--- config.mk ---
export PLATFORM = sky130hd
export DESIGN_NAME = rr_mux_nx1
export DESIGN_NICKNAME = d
export VERILOG_FILES = /design/src/rtl/rr_mux_nx1.sv
export SDC_FILE = /design/constraint.sdc
export NUM_CORES = 1
export LEC_CHECK = 0
export CORE_AREA = 2 2 122 124
export CTS_BUF_LIST = sky130_fd_sc_hd__clkbuf_4
export DETAILED_ROUTE_END_ITERATION = 10
export DIE_AREA = 0 0 124 126
export HOLD_SLACK_MARGIN = 0.15
export PLACE_DENSITY = 0.82
export SLEW_MARGIN = 25
export SYNTH_ARGS = -nofsm -noshare
export SYNTH_HDL_FRONTEND = slang
export SYNTH_SLANG_ARGS = --single-unit
--- constraint.sdc ---
create_clock -name clk -period 5.26 [get_ports clk]
set_input_delay 0.789 -clock clk [delete_from_list [all_inputs] [get_ports clk]]
set_output_delay 0.789 -clock clk [all_outputs]
set_load 0.1 [all_outputs]
--- src/rtl/rr_mux_nx1.sv ---
// N-to-1 registered multiplexer with fixed-select or round-robin arbitration.
// One output register slot; a new word can load in the same cycle the held word drains.
module rr_mux_nx1 #(
  parameter int unsigned WIDTH    = 32,
  parameter int unsigned CHANNELS = 8,
  parameter int unsigned SEL_W    = 3
) (
  input  logic                      clk,
  input  logic                      reset,
  input  logic [CHANNELS*WIDTH-1:0] in_data,
  input  logic [CHANNELS-1:0]       in_valid,
  output logic [CHANNELS-1:0]       in_ready,
  input  logic                      mode,
  input  logic [SEL_W-1:0]          sel,
  output logic [WIDTH-1:0]          out_data,
  output logic                      out_valid,
  input  logic                      out_ready,
  output logic [SEL_W-1:0]          out_chan
);

  typedef enum logic {IDLE, FULL} state_t;

  state_t             state, next_state;
  logic [SEL_W-1:0]   last_ptr;
  logic [SEL_W-1:0]   gnt_idx;
  logic               gnt_any;
  logic               load_en;
  logic               xfer;
  int unsigned        cand;

  // Grant selection: fixed index in mode 0, rotating search after last_ptr in mode 1
  always_comb begin
    gnt_any = 1'b0;
    gnt_idx = '0;
    cand    = 0;
    if (!mode) begin
      if ((32'(sel) < CHANNELS) && in_valid[sel]) begin
        gnt_any = 1'b1;
        gnt_idx = sel;
      end
    end else begin
      for (int unsigned k = 1; k <= CHANNELS; k++) begin
        cand = 32'(last_ptr) + k;
        if (cand >= CHANNELS) cand = cand - CHANNELS;
        if (!gnt_any && in_valid[cand[SEL_W-1:0]]) begin
          gnt_any = 1'b1;
          gnt_idx = cand[SEL_W-1:0];
        end
      end
    end
  end

  assign load_en   = (state == IDLE) | out_ready;
  // Reset suppresses any transfer so a word is never accepted and then discarded
  assign xfer      = load_en & gnt_any & ~reset;
  assign in_ready  = xfer ? (CHANNELS'(1) << gnt_idx) : '0;
  assign out_valid = (state == FULL);

  always_ff @(posedge clk) begin
    if (reset) state <= IDLE;
    else       state <= next_state;
  end

  always_comb begin
    next_state = state;
    if (xfer)         next_state = FULL;
    else if (load_en) next_state = IDLE;
  end

  // Output word, source index and round-robin pointer
  always_ff @(posedge clk) begin
    if (reset) begin
      out_data <= '0;
      out_chan <= '0;
      last_ptr <= SEL_W'(CHANNELS - 1);
    end else if (xfer) begin
      out_data <= in_data[32'(gnt_idx)*WIDTH +: WIDTH];
      out_chan <= gnt_idx;
      if (mode) last_ptr <= gnt_idx;
    end
  end

endmodule

* Yosys cells after proc, flatten, opt, wreduce, memory -nomap -nowiden
Index checks and enable logic that the tools add are counted.
** Word-level totals
- Flip-flop bits (word level) :: 39
- Bits of input ports :: 271
- Output and inout port bits :: 44
- Word-level logic and storage cells :: 124
** Operators by class
- Add/subtract/negate cells :: 16
- Order comparisons :: 17
- Shift-type cells :: 2
- Multiplexer cells :: 64
- Bitwise operators :: 5
- Reduce and logical (&&, ||, !) cells :: 16
** Operator list (count)
- indexed part select 256 x 9 -> 32 bit :: 1
- two-way mux 3 bit :: 26
- less-than comparator 3 x 4 -> 1 bit, second input constant :: 9
- >= comparator 4 bit, second input constant :: 7
- two-way mux 1 bit :: 28
- binary-select mux 1 bit (select 3 bit) :: 9
- subtractor 3 x 1 -> 3 bit, second input constant :: 8
- adder 3 x 3 -> 4 bit, second input constant :: 4
- adder 3 x 2 -> 4 bit, second input constant :: 2
- two-way mux 8 bit :: 1
- << shifter 1 x 3 -> 8 bit, first input constant :: 1
- logical AND 1 bit :: 7
- logical NOT 1 bit :: 7
- adder 3 x 4 -> 5 bit, second input constant :: 1
- >= comparator 5 x 4 -> 1 bit, second input constant :: 1
- adder 3 x 1 -> 4 bit, second input constant :: 1
- AND 1 bit :: 2
- inverter 1 bit :: 2
- AND reduction 2 bit :: 1
- nonzero test 2 bit :: 1
- OR 1 bit :: 1

* Longest topological paths before layout
- Depth in word-level cells :: 39
- Mapped depth :: 18
- Depth with buffers taken out :: 11

* Least setup slack after synthesis
OpenSTA, ideal clock, no wires.
- Kind :: flip-flop to output port
- Start point :: register last_ptr[1]
- End point :: output port in_ready[4]
- Data arrival time :: 4.760 ns
- Required time :: 4.471 ns
- Slack :: -0.289 ns
- Stages on the path, launching flop included :: 16
- Cell sequence :: dfxtp_1 -> buf_6 -> buf_2 -> inv_1 -> ha_1 -> buf_2 -> mux4_2 -> mux2_2 -> or2_0 -> nor3_1 -> o2111a_1 -> a31oi_2 -> a21oi_2 -> clkbuf_1 -> nand2_1 -> nor2_1
** On the way
- Cells in the longest elaborated chain, start to end :: 39
** Ends and longest elaborated chain
- start: declaration :: line 24 : logic [SEL_W-1:0] last_ptr;
- start signal: assignment :: line 75 : last_ptr <= SEL_W'(CHANNELS - 1);
- start signal: assignment :: line 79 : if (mode) last_ptr <= gnt_idx;
- adder 3 x 1 -> 4 bit :: line 43 : cand = 32'(last_ptr) + k;
- >= comparator 4 bit / subtractor 3 x 1 -> 3 bit (equally long branches) :: line 44 : if (cand >= CHANNELS) cand = cand - CHANNELS;
- two-way mux 3 bit :: line 44
- two-way mux 3 bit :: line 36 : if (!mode) begin
- binary-select mux 1 bit (select 3 bit) :: line 45 : if (!gnt_any && in_valid[cand[SEL_W-1:0]]) begin
- two-way mux 1 bit (implied by the code) :: line 45
- two-way mux 1 bit :: line 45
- two-way mux 1 bit :: line 36
- [22 not listed]
- two-way mux 1 bit :: line 45
- two-way mux 1 bit :: line 36
- logical NOT 1 bit :: line 45
- logical AND 1 bit :: line 45
- two-way mux 1 bit :: line 45
- two-way mux 1 bit :: line 36
- AND 1 bit (2 in a row) :: line 55 : assign xfer = load_en & gnt_any & ~reset;
- two-way mux 8 bit (*) :: line 56 : assign in_ready = xfer ? (CHANNELS'(1) << gnt_idx) : '0;
- end: declaration :: line 12 : output logic [CHANNELS-1:0] in_ready,
Mark *: on every way between the ends. The rest lies on a longest branch, timed or not. The select of a mux whose other input is x is not followed.

* Worst setup path in the final report
- Start point :: input port in_valid[7]
- End point :: output port in_ready[2]
** On the way
- Cells in the longest elaborated chain, start to end :: 35
** Ends and longest elaborated chain
- start: declaration :: line 11 : input logic [CHANNELS-1:0] in_valid,
- binary-select mux 1 bit (select 3 bit) :: line 45
- two-way mux 1 bit (implied by the code) :: line 45
- two-way mux 1 bit :: line 45
- two-way mux 1 bit :: line 36
- logical NOT 1 bit :: line 45
- logical AND 1 bit :: line 45
- two-way mux 1 bit :: line 45
- two-way mux 1 bit :: line 36
- [18 not listed]
- two-way mux 1 bit :: line 45
- two-way mux 1 bit :: line 36
- logical NOT 1 bit :: line 45
- logical AND 1 bit :: line 45
- two-way mux 1 bit :: line 45
- two-way mux 1 bit :: line 36
- AND 1 bit (2 in a row) :: line 55
- two-way mux 8 bit (*) :: line 56
Marked as above.

==> results by group <==
Timing
  – RSZ-0062 raised after global routing: false
  – Final min period: 5.06 ns
  – Number of endpoints failing setup at the final stage: 0
  – Final worst slack: about 0.2 ns
  – Count of pins over their slew limit: 0
  – Clock skew after layout: around 0.0042 ns
  – Hold slack final: 0.524 ns
  – Final number of hold-violating endpoints: 0
  – Share of the clock period used by the worst path: 96.2%
  – Transition time at the pin with the least slew margin: 1.06 ns
  – Achievable clock frequency: between 0.15 and 0.2 GHz
  – Headroom to the max-slew limit: 28.9%

Critical path
  – Series of cell instances along the critical path: clkdlybuf4s50_1, mux4_2, mux2i_2, nand4_4, or4b_1, a21o_1, and2_4, and4_4, and2_1, buf_12
  – Peak per-stage delay on the critical path: 0.59 ns
  – Sort of element at the end of the critical path: output pin
  – WP data required: 4.47 ns
  – Kind of cell adding the most delay to the critical path: simple AND/OR/NAND/NOR gates
  – Reg2reg setup slack: 0.98 ns
  – Reg2reg start: last_ptr[0]$_SDFFE_PP1P_
  – Crit Path Class: input port to output pin
  – Biggest fanout along the worst timing path: 39
  – Reg2Reg Depth: 13
  – CP bufs+invs: 2
  – CP Launch Type: input port
  – Reg-to-reg endpoint: out_data[7]$_SDFFE_PP0P_
  – Arrival time at the worst endpoint: 4.27 ns
  – Standard cell with the maximum stage delay on the critical path: or4b_1

Power and ir drop
  – Internal power consumption: 1.04 mW
  – Clock network fraction of total power: around 8.3%
  – Power density over the cells: 242 nW/um2
  – Relative contribution of sequential cells to total power: 18.2%
  – Static leakage: approximately 3.2 nW
  – Switching fraction of total power: ~47%
  – Worst supply voltage drop on vdd: 0.141 mV
  – Total power consumption of the routed design: 1.97 mW
  – Switching power: 931 uW
  – Combinational fraction of design power: 73.6%

Drt
  – Final routed wire length divided by cell count: 20.2 um
  – DRT iter0 DRCs: 205
  – Drc violations: 0
  – Vias after detailed routing: 5,085
  – Drt via density: between 5 and 6
  – Detail Route Antenna Nets: 0
  – Final Routed Wirelength: 19.2 mm
  – First-pass DRT Iterations: 4

Clocking
  – TritonCTS clock tree: yes
  – Clk sink count: 39
  – CTS clk-pin slew, worst paths: around 0.12 ns
  – Inserted Clock Buffers: 5
  – Clock network latency to the later pin of the worst-skew pair: roughly 0.36 ns
  – Maximum buffer depth of the clock tree: 2
  – H-Tree Depth: 2
  – Clock root buffer master: clkbuf_4
  – Number of buffers added for setup after CTS: 0

Global route
  – Number of global-route vias before repair: 5,188
  – Global-route wire length before repair: 28.5 mm
  – Met2 capacity usage during global routing: 41.0%
  – Global-route congestion overflow total: 0
  – GR Util All Layers: 23.7%
  – Maximum number of pins on one net before global-route repair: 81
  – Met1 Usage GRT: 29.0%
  – Layer with the highest usage: met2
  – M3 GR Usage: 5.48%
  – Antenna violations before repair: 1

Placed design
  – Port Buffers: 314
  – Post-DP Area: 8090 um2
  – Pre-CTS setup slack: just under 0.2 ns
  – Routability congestion estimate from global placement: between 0.9 and 1
  – Final HPWL DP: 15.0 mm

Logic synthesis
  – Mean instance size in the synthesized netlist: 9.96 um2
  – Post-Synthesis Cells: 478
  – Yosys reg bits: 39
  – Syn_nets: 751
  – Seq/Total Area, Yosys: about 16%
  – Most used flip-flop cell after synthesis: dfxtp_1
  – Number of distinct library cell variants in the gate-level netlist after synthesis: 61
  – Post-synthesis cell area: 4760 um2
  – Ys Warns: 0
  – Async set or reset register ratio after synthesis: 0%
  – Number of enable flip-flop cells after synthesis: 0

Status
  – Run status: finished clean

Die
  – Effective utilization at floorplan: 33.3%
  – Die Outline Area: 15,600 um2
  – I/O Pins: 315
  – Vert. Die Dim: around 130 um
  – Total number of placement rows: 44
  – Die X: 124 um
  – Core area: 14,300 um2

Layout
  – Final design utilization: a little under three fifths
  – Count of fill cells added during filler insertion: 1,270
  – Share of final-layout standard cells stronger than drive strength 1: 18.7%
  – Sequential cell area in the final layout: between 700 and 800 um2
  – Footprint of the multi-input gates: between 3000 and 4000 um2
  – Number of nets in the layout: 1,038
  – Signed area change from the synthesized netlist to the final layout: 71.3%
  – Finished Cell Area: roughly 8200 um2

Min path
  – Cell depth of the worst hold path: 2
  – Hold Path Origin: out_chan[0]$_SDFFE_PP0P_
  – Worst hold path endpoint: out_chan[0]$_SDFFE_PP0P_
  – Type of the tightest min-delay check: register to register

Job
  – Max_cap viols: 0
==> layer usage <==
layer | wire (um) | vias up
met5 | 0 | -
met4 | 464 | 0
met1 | 7740 | 2351
met2 | 9280 | 231
met3 | 1750 | 26
li1 | - | 2477
==> cell usage in the layout (no fill, tap or decap), drive strengths merged, types with 15 or more instances in the layout <==
| master | instances |
|---|---|
| clkdlybuf4s50 | 305 |
| mux2i | 110 |
| mux2 | 71 |
| dfxtp | 39 |
| o21ai | 32 |
| a211oi | 24 |
| o2bb2ai | 22 |
| buf | 20 |
| mux4 | 15 |
| nand2 | 15 |
| nor2 | 15 |
==> sequential cells by signal, summed over array words and instances, names as in the netlist <==
signal / count
out_data: 32
out_valid: 1
out_chan: 3
last_ptr: 3
==> cell usage after synthesis (6+ instances only) <==
cell type / count / area share [%]
a211oi_1: 6 / 0.95
a211oi_2: 18 / 4.7
a221oi_1: 7 / 1.3
buf_2: 15 / 1.6
buf_6: 7 / 1.7
clkbuf_1: 16 / 1.3
dfxtp_1: 39 / 16
mux2_1: 6 / 1.4
mux2_2: 65 / 15
mux2i_1: 108 / 23
mux4_2: 15 / 7.1
nand2_1: 15 / 1.2
nor2_1: 15 / 1.2
o21ai_0: 28 / 2.9
o221ai_1: 10 / 1.8
o2bb2ai_1: 22 / 4.0
==> power by group through the flow <==
stage | combinational (mW) | clock (mW) | sequential (mW)
after floorplan | 0.756 | 0 | 0.608
after global placement | 1.44 | 0 | 0.364
after detailed placement | 1.45 | 0 | 0.364
after CTS | 1.45 | 0.178 | 0.358
after global routing | 1.54 | 0.185 | 0.364
final | 1.45 | 0.163 | 0.359
==> cell families after synthesis <==
| group | synth area share (%) |
|---|---|
| AO/OA/AOI/OAI | 22.5 |
| buffers and inverters | 5.68 |
| AND/OR/NAND/NOR | 7.02 |
| adder cells (fa/ha/maj) | 0.525 |
| flip-flops | 16.4 |
| XOR/XNOR | 0.552 |
| multiplexers | 47.3 |
==> final cells by class <==
type	instances	area share [%]
Antenna cell	1	0.0307
Clock buffer	6	0.552
Clock inverter	2	0.0920
Inverter	3	0.138
Multi-Input combinational cell	391	46.0
Sequential cell	39	9.57
Tap cell	184	2.82
Timing Repair Buffer	325	40.8
==> per-stage QoR <==
stage,TNS (ns),std cells
after floorplan,-0.554,478
after global placement,0,942
after detailed placement,0,942
after CTS,0,950
after global routing,0,951
final,0,951
==> what timing repair did <==
action,4_1_cts,5_1_grt
hold buffers,0,0
gates resized for setup,1,2
endpoints found under the setup margin,1,2
endpoints found under the hold margin,0,0
==> worst register-to-register path: stages, from the launching register on <==
cell      delay [ns]
dfxtp_1         0.35
inv_1           0.14
ha_4            0.38
buf_4           0.22
mux2i_1         0.31
mux4_2          0.40
nand4_4         0.18
or4b_1          0.59
a21o_1          0.23
and2_4          0.31
nand4b_2        0.26
buf_4           0.36
o221ai_1        0.18
a221oi_1        0.28
==> worst max-delay path by stage <==
stage / start / to / cells after the start
after global routing: in_valid[7] / in_ready[2] / 10
after CTS: last_ptr[0]$_SDFFE_PP1P_ / in_ready[2] / 12
after global placement: in_valid[3] / in_ready[2] / 10
after detailed placement: in_valid[7] / in_ready[2] / 10
final: in_valid[7] / in_ready[2] / 10
after floorplan: last_ptr[1]$_SDFFE_PP1P_ / in_ready[0] / 14
(Power assumes the default switching activity.)
